<file path="config.mk">
export PLATFORM = sky130hd
export DESIGN_NAME = bus_copy_master
export DESIGN_NICKNAME = d
export VERILOG_FILES = /design/src/rtl/bus_copy_master.sv
export SDC_FILE = /design/constraint.sdc
export NUM_CORES = 1
export LEC_CHECK = 0
export BUFFER_PORTS_ARGS = -buffer_cell sky130_fd_sc_hd__buf_2
export CELL_PAD_IN_SITES_DETAIL_PLACEMENT = 0
export CELL_PAD_IN_SITES_GLOBAL_PLACEMENT = 1
export CORE_MARGIN = 3
export CORE_UTILIZATION = 30
export CTS_CLUSTER_DIAMETER = 150
export DETAILED_ROUTE_END_ITERATION = 6
export MAX_ROUTING_LAYER = met4
export PLACE_DENSITY_LB_ADDON = 0.1
export SLEW_MARGIN = 20
export SYNTH_ARGS = -nofsm -noshare
export SYNTH_HDL_FRONTEND = slang
export SYNTH_SLANG_ARGS = --single-unit
</file>
<file path="constraint.sdc">
create_clock -name i_clock -period 6.6 [get_ports i_clock]
set_clock_uncertainty 0.1 [all_clocks]
set_input_delay 0.33 -clock i_clock [delete_from_list [all_inputs] [get_ports i_clock]]
set_output_delay 0.33 -clock i_clock [all_outputs]
set_load 0.05 [all_outputs]
</file>
<file path="src/rtl/bus_copy_master.sv">
// bus_copy_master
// Word-copy DMA initiator for the enable/rw/ready memory bus. For each of
// i_count words it reads the source word, then writes it to the destination.
// Every access is one bus transaction followed by one cycle with enable low.
//
// Ports
//   i_clock        single clock, rising edge
//   i_reset        synchronous, active-high reset
//   i_start        start pulse, only sampled while idle
//   i_src, i_dst   source / destination byte addresses (bits [1:0] ignored)
//   i_count        number of 32-bit words to copy
//   o_busy         high from the accepting edge until completion
//   o_done         one-cycle pulse at completion or timeout abort
//   o_error        set by a timeout abort, cleared by the next accepted start
//   o_bus_enable   request active
//   o_bus_rw       0 = read, 1 = write
//   o_bus_address  word-aligned byte address
//   o_bus_wdata    write data
//   i_bus_rdata    read data, valid while i_bus_ready is high on a read
//   i_bus_ready    responder completion, held until enable drops
module bus_copy_master #(
   parameter int unsigned TIMEOUT     = 255,
   parameter int unsigned COUNT_WIDTH = 16
) (
   input  logic                   i_clock,
   input  logic                   i_reset,
   input  logic                   i_start,
   input  logic [31:0]            i_src,
   input  logic [31:0]            i_dst,
   input  logic [COUNT_WIDTH-1:0] i_count,
   output logic                   o_busy,
   output logic                   o_done,
   output logic                   o_error,
   output logic                   o_bus_enable,
   output logic                   o_bus_rw,
   output logic [31:0]            o_bus_address,
   output logic [31:0]            o_bus_wdata,
   input  logic [31:0]            i_bus_rdata,
   input  logic                   i_bus_ready
);

   typedef enum logic [2:0] {
      ST_IDLE   = 3'd0,
      ST_RD     = 3'd1,
      ST_RD_GAP = 3'd2,
      ST_WR     = 3'd3,
      ST_WR_GAP = 3'd4
   } state_t;

   // The wait counter only has to hold values up to TIMEOUT-1.
   localparam int unsigned TO_W = (TIMEOUT > 32'd1) ? $clog2(TIMEOUT) : 32'd1;
   localparam logic [TO_W-1:0] TO_LAST =
      TO_W'((TIMEOUT > 32'd0) ? (TIMEOUT - 32'd1) : 32'd0);
   localparam logic [TO_W-1:0] TO_ONE = TO_W'(32'd1);
   localparam logic [COUNT_WIDTH-1:0] REM_ONE = COUNT_WIDTH'(32'd1);
   localparam logic TO_ENABLED = (TIMEOUT != 32'd0);

   state_t                 state_r, state_s;
   logic [31:0]            src_r, src_s;
   logic [31:0]            dst_r, dst_s;
   logic [COUNT_WIDTH-1:0] rem_r, rem_s;
   logic [31:0]            data_r, data_s;
   logic [TO_W-1:0]        to_r, to_s;
   logic                   busy_s, done_s, error_s, enable_s, rw_s;
   logic [31:0]            address_s, wdata_s;
   logic                   to_hit_s;

   // Abort fires on the edge that would make the wait count reach TIMEOUT.
   assign to_hit_s = TO_ENABLED && (to_r == TO_LAST);

   // Next-state and next-output computation for every register.
   always_comb begin
      state_s   = state_r;
      src_s     = src_r;
      dst_s     = dst_r;
      rem_s     = rem_r;
      data_s    = data_r;
      to_s      = to_r;
      busy_s    = o_busy;
      done_s    = 1'b0;
      error_s   = o_error;
      enable_s  = o_bus_enable;
      rw_s      = o_bus_rw;
      address_s = o_bus_address;
      wdata_s   = o_bus_wdata;

      case (state_r)
         ST_IDLE: begin
            enable_s = 1'b0;
            if (i_start) begin
               src_s   = i_src & 32'hFFFF_FFFC;
               dst_s   = i_dst & 32'hFFFF_FFFC;
               rem_s   = i_count;
               error_s = 1'b0;
               if (i_count == '0) begin
                  done_s = 1'b1;
                  busy_s = 1'b0;
               end else begin
                  busy_s    = 1'b1;
                  enable_s  = 1'b1;
                  rw_s      = 1'b0;
                  address_s = i_src & 32'hFFFF_FFFC;
                  to_s      = '0;
                  state_s   = ST_RD;
               end
            end else begin
               state_s = ST_IDLE;
            end
         end

         ST_RD: begin
            if (i_bus_ready) begin
               data_s   = i_bus_rdata;
               enable_s = 1'b0;
               state_s  = ST_RD_GAP;
            end else if (to_hit_s) begin
               enable_s = 1'b0;
               error_s  = 1'b1;
               done_s   = 1'b1;
               busy_s   = 1'b0;
               state_s  = ST_IDLE;
            end else begin
               to_s = to_r + TO_ONE;
            end
         end

         ST_RD_GAP: begin
            enable_s  = 1'b1;
            rw_s      = 1'b1;
            address_s = dst_r;
            wdata_s   = data_r;
            to_s      = '0;
            state_s   = ST_WR;
         end

         ST_WR: begin
            if (i_bus_ready) begin
               enable_s = 1'b0;
               rem_s    = rem_r - REM_ONE;
               src_s    = src_r + 32'd4;
               dst_s    = dst_r + 32'd4;
               state_s  = ST_WR_GAP;
            end else if (to_hit_s) begin
               enable_s = 1'b0;
               error_s  = 1'b1;
               done_s   = 1'b1;
               busy_s   = 1'b0;
               state_s  = ST_IDLE;
            end else begin
               to_s = to_r + TO_ONE;
            end
         end

         ST_WR_GAP: begin
            // rem_r was already decremented by the completing write.
            if (rem_r == '0) begin
               done_s  = 1'b1;
               busy_s  = 1'b0;
               state_s = ST_IDLE;
            end else begin
               enable_s  = 1'b1;
               rw_s      = 1'b0;
               address_s = src_r;
               to_s      = '0;
               state_s   = ST_RD;
            end
         end

         default: begin
            enable_s = 1'b0;
            busy_s   = 1'b0;
            state_s  = ST_IDLE;
         end
      endcase
   end

   // State, datapath and output registers; reset overrides any transfer.
   always_ff @(posedge i_clock) begin
      if (i_reset) begin
         state_r       <= ST_IDLE;
         src_r         <= 32'd0;
         dst_r         <= 32'd0;
         rem_r         <= '0;
         data_r        <= 32'd0;
         to_r          <= '0;
         o_busy        <= 1'b0;
         o_done        <= 1'b0;
         o_error       <= 1'b0;
         o_bus_enable  <= 1'b0;
         o_bus_rw      <= 1'b0;
         o_bus_address <= 32'd0;
         o_bus_wdata   <= 32'd0;
      end else begin
         state_r       <= state_s;
         src_r         <= src_s;
         dst_r         <= dst_s;
         rem_r         <= rem_s;
         data_r        <= data_s;
         to_r          <= to_s;
         o_busy        <= busy_s;
         o_done        <= done_s;
         o_error       <= error_s;
         o_bus_enable  <= enable_s;
         o_bus_rw      <= rw_s;
         o_bus_address <= address_s;
         o_bus_wdata   <= wdata_s;
      end
   end

endmodule

</file>
==> out/qor.txt <==
Status: completed
Drt wl/cell: 19.36 um
Number of buffers added on ports: 180
Fin cells: 1,879
Peak VDD IR: 0.1769 mV
Top post-synthesis cells by area: dfxtp_1, nand2_1, a21oi_1
Crit. End Element: register
Clock latency on the worst-skew pair: 450 ps
Slew Limit Fails: 0
Register area share after synthesis: 37.41%
TNS Setup: 0 ps
Final WL: 36,370 um
# setup viols final: 0
Async S/R FF share, synth: 0%
Die H: 188.6 um
Die Area: 35,590 um2
Top_reg_cell synth: dfxtp_1
Largest net degree at the start of global routing: 83
Clock sink count: 187
Critical path class: register to register
Setup Buffers After CTS: 0
Area grow syn2layout: 18.80%
Fin crit share: 54.86%
Avg Inst Size Synth: 7.686 um2
Min Tclk post-route: 3621 ps
Post-Syn Nets: 1,423
PD cells: 253.1 nW/um2
CP Launch Type: register
Mapped Cells: 1,302
DIE WIDTH: 188.6 um
Core area: 32,700 um2
WP data arrival: 3910 ps
Setup WS pre-CTS: 2956 ps
Final nets: 1,538
Leakage: 4.476 nW
DR vias: 10,170
Post-cts resize count: 0
Highest clock rate: 276.2 MHz
Fraction of layout cells with a size suffix above 1: 19.58%
Synth cell types: 74
Post-synth EDFFs: 0
Total grt overflow: 0
Post-synth top cells: nand2_1, dfxtp_1, a21oi_1, clkbuf_1, nor2_1
DRC: 0
First-pass GRT wire length: 57,140 um
Dpl cells: 1,820
Share of the synthesized area in the top cell type: 37.41%
Max-Cap Viols: 0
Row cnt: 66
GRT Util Overall: 20.67%
#FFs+latches synth: 187
Vias/cell: 5.411
Vias in the first global route: 9,605
Top Ports: 185
Antenna violations before repair: 6
Req. time, crit path: 6890 ps
CTS HTree Levels: 4
Initial Util: 30.60%
GPL Wtd Cong: 0.8279
DP HPWL: 23,710 um
Worst-Margin Slew: 1061 ps
Synth warn: 0
Area leader, netlist: dfxtp_1
Initial DRT Pass Iterations: 5
Crit Path Max Fanout: 32
RSZ-0062 raised after global routing: false
Relative slew slack: 29.16%
Final ANT Viol Nets: 0
Filler Cell Count: 3,611
Num CTS Buffers: 17
CTS tree: built
HP Class: input pin to register
First-iteration detailed-routing DRC count: 734
Post-Synthesis Cell Area: 10,010 um2
CTS Hold Bufs: 20
Final WS setup: 2979 ps
Final hold viol count: 0
Count leader, synth: nand2_1
Clock Root Buffer: clkbuf_16
Clk pin slew, worst setup/hold paths: 80 ps
Clock buffer depth: 2
## metal layers
layer | part of all wire, % | vias to the layer above | global-route usage (%)
met3 | 5.2 | 16 | 4.447
met1 | 50 | 4854 | 29.08
met5 | 0 | - | -
met4 | 0.71 | 0 | 3.753
met2 | 44 | 203 | 30.86
li1 | - | 5094 | -
## state kept, by name, summed over array words and instances (netlist names), 3 cells and up
| name | cells |
|---|---|
| state_r | 3 |
| o_bus_address | 31 |
| src_r | 30 |
| dst_r | 30 |
| data_r | 32 |
| to_r | 8 |
| o_bus_wdata | 32 |
| rem_r | 16 |
## cell usage in the layout, fill, tap and decap left out, types with 20 or more instances in the layout
cell type / instances
dlygate4sd3_1: 20
nor2_1: 94
nor4_1: 22
mux2i_1: 32
nand2_1: 247
o221ai_1: 27
o22ai_1: 39
nor3_1: 32
o221a_2: 28
dfxtp_1: 186
a211oi_1: 22
a21oi_1: 129
nand3_1: 42
buf_2: 179
o21ai_0: 52
## stage by stage
step / instance area (um2) / hold slack (ps) / power (mW) / utilization (%)
5_1_grt: 11890 / 9.664 / 3.165 / 36.35
3_3_place_gp: 11080 / 337.9 / 1.956 / 33.89
3_5_place_dp: 11080 / 343.2 / 1.958 / 33.89
2_1_floorplan: 10010 / 332.2 / 1.758 / -
4_1_cts: 11870 / 0.7864 / 3.047 / 36.30
6_report: 11890 / 24.36 / 3.009 / 36.36
## worst max-delay path: stages, from the launching register on
cell     delay [ps]
dfxtp_1         340
inv_1            90
ha_1            180
or3b_1          520
or3_4           500
nor4_4          630
a211o_2         870
and3_2          290
## power by group
part	internal (mW)	switching, mW
registers	1.21	0.0967
logic	0.208	0.422
clock network	0.549	0.522
## layout make-up
type / count / area (um2) / area share (%)
diodes: 7 / 17.52 / 0.1473
flip-flops and latches: 187 / 3745 / 31.50
well taps: 442 / 553.0 / 4.652
multi-input cells: 981 / 5704 / 47.98
clock buffers: 19 / 442.9 / 3.726
repair buffers: 217 / 1231 / 10.36
clock inverters: 13 / 146.4 / 1.231
inverters: 13 / 48.80 / 0.4104
## path summary, 6_finish.rpt
| check | end | slack (ps) | startpoint | cells past startpoint |
|---|---|---|---|---|
| max | o_bus_address[1]$_SDFFE_PP0P_ | 2980 | rem_r[0]$_SDFFE_PP0P_ | 7 |
| min | data_r[16]$_SDFFE_PP0P_ | 20 | i_bus_rdata[16] | 3 |
| max reg2reg | o_bus_address[1]$_SDFFE_PP0P_ | 2980 | rem_r[0]$_SDFFE_PP0P_ | 7 |
| min reg2reg | o_bus_wdata[14]$_SDFFE_PP0N_ | 350 | data_r[14]$_SDFFE_PP0P_ | 2 |
## logic make-up after synthesis
group | count (synthesis) | synth area share, %
mux | 33 | 3.313
buf+inv | 134 | 5.764
fa+ha+maj | 5 | 0.6252
compound gates | 419 | 28.79
flops | 187 | 37.41
simple gates | 524 | 24.09
(Power assumes the default switching activity.)
